--- config.mk ---
export PLATFORM = sky130hd
export DESIGN_NAME = srl32_arbiter
export DESIGN_NICKNAME = d
export VERILOG_FILES = /design/src/rtl/srl32_arbiter.sv
export SDC_FILE = /design/constraint.sdc
export NUM_CORES = 1
export LEC_CHECK = 0
export ABC_AREA = 0
export BUFFER_PORTS_ARGS = -buffer_cell sky130_fd_sc_hd__buf_2
export CORE_AREA = 2 2 116 118
export CTS_CLUSTER_DIAMETER = 200
export DETAILED_ROUTE_END_ITERATION = 6
export DIE_AREA = 0 0 118 120
export PLACE_DENSITY = 0.76
export SLEW_MARGIN = 20
export SYNTH_ARGS = -nofsm -noshare
export SYNTH_HDL_FRONTEND = slang
export SYNTH_SLANG_ARGS = --single-unit
--- constraint.sdc ---
create_clock -name clk -period 2.1 [get_ports clk]
set_input_delay 0.315 -clock clk [delete_from_list [all_inputs] [get_ports clk]]
set_output_delay 0.315 -clock clk [all_outputs]
set_load 0.1 [all_outputs]
--- src/rtl/srl32_arbiter.sv ---
// srl32_arbiter: two requesters share one logical-right-shift unit.
// Round-robin grant, req/done handshake, registered operands and result.
module srl32_arbiter #(
  parameter int WIDTH   = 32,
  parameter int SHAMT_W = 5,
  parameter int CNT_W   = 8
) (
  input  logic             clk,
  input  logic             rst,
  input  logic             req0,
  input  logic [WIDTH-1:0] A0,
  input  logic [WIDTH-1:0] B0,
  input  logic             req1,
  input  logic [WIDTH-1:0] A1,
  input  logic [WIDTH-1:0] B1,
  output logic             done0,
  output logic             done1,
  output logic [WIDTH-1:0] res,
  output logic             busy,
  output logic [CNT_W-1:0] cnt0,
  output logic [CNT_W-1:0] cnt1
);

  typedef enum logic [1:0] {
    IDLE,
    BUSY,
    DONE
  } state_t;

  state_t               state;
  logic [WIDTH-1:0]     opa;
  logic [SHAMT_W-1:0]   opb;
  logic                 gnt;
  logic                 last;
  logic                 pick;
  logic                 unused_b;

  // Requester 1 wins alone, or on a tie when 0 was granted last.
  always_comb begin
    pick = req1 & (~req0 | ~last);
  end

  assign unused_b = ^{B0[WIDTH-1:SHAMT_W], B1[WIDTH-1:SHAMT_W]};

  always_ff @(posedge clk) begin
    if (rst) begin
      state <= IDLE;
      opa   <= '0;
      opb   <= '0;
      gnt   <= 1'b0;
      last  <= 1'b1;
      done0 <= 1'b0;
      done1 <= 1'b0;
      res   <= '0;
      busy  <= 1'b0;
      cnt0  <= '0;
      cnt1  <= '0;
    end else begin
      done0 <= 1'b0;
      done1 <= 1'b0;
      unique case (state)
        IDLE: begin
          if (req0 | req1) begin
            opa   <= pick ? A1 : A0;
            opb   <= pick ? B1[SHAMT_W-1:0]
                          : B0[SHAMT_W-1:0];
            gnt   <= pick;
            last  <= pick;
            busy  <= 1'b1;
            state <= BUSY;
          end
        end
        BUSY: begin
          res   <= opa >> opb;
          done0 <= ~gnt;
          done1 <= gnt;
          state <= DONE;
        end
        DONE: begin
          if (!gnt && cnt0 != '1)
            cnt0 <= cnt0 + 1'b1;
          if (gnt && cnt1 != '1)
            cnt1 <= cnt1 + 1'b1;
          busy  <= 1'b0;
          state <= IDLE;
        end
        default: begin
          busy  <= 1'b0;
          state <= IDLE;
        end
      endcase
    end
  end

endmodule
; Word level (Yosys, flattened, before mapping)
; Cells that the tools add are included.
[word_totals]
reg_bits = 92
elab_cells = 41
input_bits = 132
output_inout_bits = 51
[classes]
bitwise = 7
n_reduce_logical = 9
mux = 6
add_sub_neg = 2
n_shift = 1
n_eq_ne = 5
[ops]
columns = cell, n
row1 = $mux 32, 1
row2 = $shr 32x5->32, 1
row3 = $add 8x1->8 const B, 2
row4 = $ne 8x8->1 const B, 2
row5 = $reduce_and 2->1, 4
row6 = $mux 5, 1
row7 = $not 1->1, 4
row8 = $pmux 2 s2, 1
row9 = $eq 2x1->1 const B, 1
row10 = $eq 2x2->1 const B, 1
row11 = $logic_and 1x1->1, 2
row12 = $logic_not 2->1, 1
row13 = $mux 2, 1
row14 = $ne 2x2->1 const B, 1
row15 = $or 1x1->1, 2
row16 = $pmux 1 s2, 1
row17 = $reduce_or 2->1, 1
row18 = $and 1x1->1, 1
row19 = $logic_not 1->1, 1
row20 = $mux 1, 1

; Logic depth before layout (Yosys ltp)
[depth]
word_depth = 4
depth_mapped = 9
depth_no_buf = 6

; Least setup slack after synthesis
; Ideal clock, no wire load.
[synth_timing]
path_kind = register -> register
from = register cnt0[0]
to = register cnt0[5]
setup_ps = 129
required_time_ps = 1971
stages_incl_launch_ff = 7
t_arrival_ps = 2162
slack_ps = -191
period_less_slack_ps = 2291
cell_sequence = dfxtp_1 -> ha_1 -> nand3_1 -> o21ai_1 -> nor3_1 -> xnor2_1 -> nor2_1
[synth_between]
elab_chain_cells = 3
[synth_rtl]
columns = element, line
row1 = "start, declared", 20  ; output logic [CNT_W-1:0] cnt0,
row2 = "start signal, assigned", 81  ; cnt0 <= cnt0 + 1'b1;
row3 = "parallel branches: the longest is 3 deep, another holds $add 8x1->8", -
; Parallel ways; which one is timed is not known.
; A chain may end at the register's enable or synchronous reset.

; Final worst setup path
[layout_timing]
from = register opb[0]
to = register res[23]
[layout_between]
elab_chain_cells = 1
[layout_rtl]
columns = element, line
row1 = "start, declared", 32  ; logic [SHAMT_W-1:0] opb;
row2 = "start signal, assigned", 65  ; opb <= pick ? B1[SHAMT_W-1:0]
row3 = $shr 32x5->32, 74  ; res <= opa >> opb;
row4 = "end signal, assigned", 74
row5 = "end, declared", 18  ; output logic [WIDTH-1:0] res,
; Every way passes these cells.

==> reports/results.tsv <==
metric	value	unit
outcome	completed	
setup_violations	0	
fmaxAchievable	0.5045	GHz
row_count	42	
synth.avg_cell_area	9.227	µm²
die_y	120	µm
cts_root_buffer	clkbuf_16	
design.core.area	0.01298	mm²
ys_types	60	
critPathArrivalTime	2.22	ns
hp-class	in2reg	
finalHoldViolCount	0	
htreeDepth	3	
num_vias	5170	
cp_cell_sequence	mux4_2 -> and3_1 -> a31oi_1 -> buf_4 -> a2bb2oi_1 -> nor2_1	
slowest_delay	0.60	ns
ys_warn_count	0	
drtAntennaViolNets	0	
crit_buf_inv	1	
syn_area	0.005647	mm²
via_per_inst	5.644	
crit_fanout	10	
fillerInstances	1217	
overflow	0	
clockBufferDepth	2	
setup_tns	0	ns
dp.cells	900	
ios	183	
ys_ff_latch	92	
synth_most_common_cell	dfxtp_1	
grt_util_met2	0.3063	
cts_tree	done	
p_leak	0.002808	µW
synth-main-ff-cell	dfxtp_1	
synth_top_cell_area_share	0.3262	
cts_resized	0	
syn_nets	746	
slew_viol_final	0	
async_flop_share	0	
wl_per_cell	15.92	µm
die_x	118	µm
cts_made_buffers	9	
synth_edf_count	0	
cts_hold_buf	0	
place_congestion	0.9173	
syn_to_final_growth	23.55	%
diodes	0	
critPathRequiredTime	2.34	ns
finalCritPeriodShare	0.9438	
cap_viol_max_count	0	
cts_sinks	92	
post-cts-setup-buffers	0	
drive_above_1_share	0.3419	
grt_use_met1	0.3095	
p_per_area	798.1	mW/mm²
drt_iter0_markers	447	
grt_antenna_before_repair	0	
peakVddDrop	0.0003808	V
layout.nets	869	
clkTransAtPathRegs	0.06	ns
cp-end-kind	flip-flop	
total_power	5568	µW
yosysSeqAreaShare	0.3262	
drc	0	
syn_inst	612	
crit_type	reg2reg	
dpl.hpwl	11070	µm
grt_util_met3	0.04515	
fin_cells	916	
synth_commonest_cells	dfxtp_1, nor2_1, mux2i_1, nand2_1, a211oi_1	
start_kind	flip-flop	
worst_slew_pin_slew	0.6398	ns
dieArea	0.01416	mm²
rsz0062_at_grt	false	
grt-busiest-layer	met1	
relSlewSlack	0.5706	
period_minus_slack	1.982	ns
slowest_stage	mux4_2	
grt.total_usage	0.2088	
portBuffers	128	
finClkSkew	0.008799	ns
yosys.area.top_type	dfxtp_1	
crit_family	multiplexers	
grt_max_degree	75	
first_pass_iters	5	
grt_pass1_vias	4545	
initial_core_util	0.4350	
grt_pass1_wl	23760	µm
wl	14580	µm
synth_area_leaders	dfxtp_1, mux4_2, mux2i_1, nor2_1, a211oi_1	
clock_latency	0.36	ns
[power by group]
part	total (µW)	internal (µW)	switching [µW]
sequential	2060	1890	171
clock	1560	823	733
combinational	1960	784	1170
total	5570	3490	2080
[per-stage QoR]
stage	setup WS (ns)	hold WS [ns]	util	instance area [µm²]
2_1_floorplan	0.01876	0.4659	-	5659
3_3_place_gp	0.1359	0.4416	0.5150	6685
3_5_place_dp	0.1089	0.4448	0.5150	6685
4_1_cts	0.09548	0.2914	0.5370	6970
5_1_grt	0.01991	0.3043	0.5375	6977
6_report	0.1180	0.2961	0.5375	6977
[final timing paths]
| kind | start | to | slack [ns] | depth (start not counted) |
|---|---|---|---|---|
| worst min-delay path | A0[18] | opa[18] | 0.30 | 3 |
| worst max register to register | opb[0] | res[23] | 0.12 | 6 |
| worst max-delay path | opb[0] | res[23] | 0.12 | 6 |
| worst min register to register | res[15] | res[15] | 0.45 | 2 |
[cell type report]
type / instances / area (µm²) / area share
multi-input cells: 462 / 3558 / 0.5100
clock buffers: 9 / 225.2 / 0.03228
clock inverters: 7 / 60.06 / 0.008608
well taps: 176 / 220.2 / 0.03156
repair buffers: 165 / 1031 / 0.1478
inverters: 5 / 22.52 / 0.003228
flip-flops and latches: 92 / 1859 / 0.2665
[tightest hold or removal path: stages]
cell and delay, ns:
buf_2 0.10, mux2i_1 0.11, a211oi_1 0.08
[registers in the layout, summed over array words and instances (netlist names)]
signal  cells
busy        1
cnt0        8
cnt1        8
done0       1
done1       1
gnt         1
last        1
opa        32
opb         5
res        32
state       2
[cell usage in the layout, fill, tap and decap left out, drive strengths merged, types with 2 or more instances in the layout]
cell / count
a211oi: 41
a21boi: 2
a21o: 2
a21oi: 22
a221oi: 3
a22oi: 17
a31oi: 8
a32oi: 6
a41oi: 2
and2: 6
and3: 2
buf: 165
clkbuf: 9
clkinv: 4
dfxtp: 92
ha: 2
inv: 7
mux2: 15
mux2i: 64
mux4: 33
nand2: 52
nand2b: 7
nand3: 15
nand3b: 3
nand4: 5
nor2: 83
nor2b: 6
nor3: 5
nor3b: 2
o211ai: 2
o21ai: 17
o22ai: 10
or2: 3
or3: 3
xnor2: 7
xor2: 4
[metal layers]
| metal | routed length [µm] | part of all wire | vias up |
|---|---|---|---|
| li1 | - | - | 2547 |
| met1 | 6898 | 0.47 | 2398 |
| met2 | 6431 | 0.44 | 216 |
| met3 | 1096 | 0.075 | 9 |
| met4 | 154 | 0.011 | 0 |
| met5 | 0 | 0 | - |
[cells by family after synthesis]
family                     after synthesis  share of synthesized area
AOI/OAI and AO/OA                      142                     0.1755
xor gates and xnor gates                11                    0.01706
adders and majority gates                2                   0.004431
buffers and inverters                   58                    0.04587
DFF                                     92                     0.3262
muxes                                  112                     0.2750
and+or+nand+nor                        195                     0.1560
(Power assumes the default switching activity.)
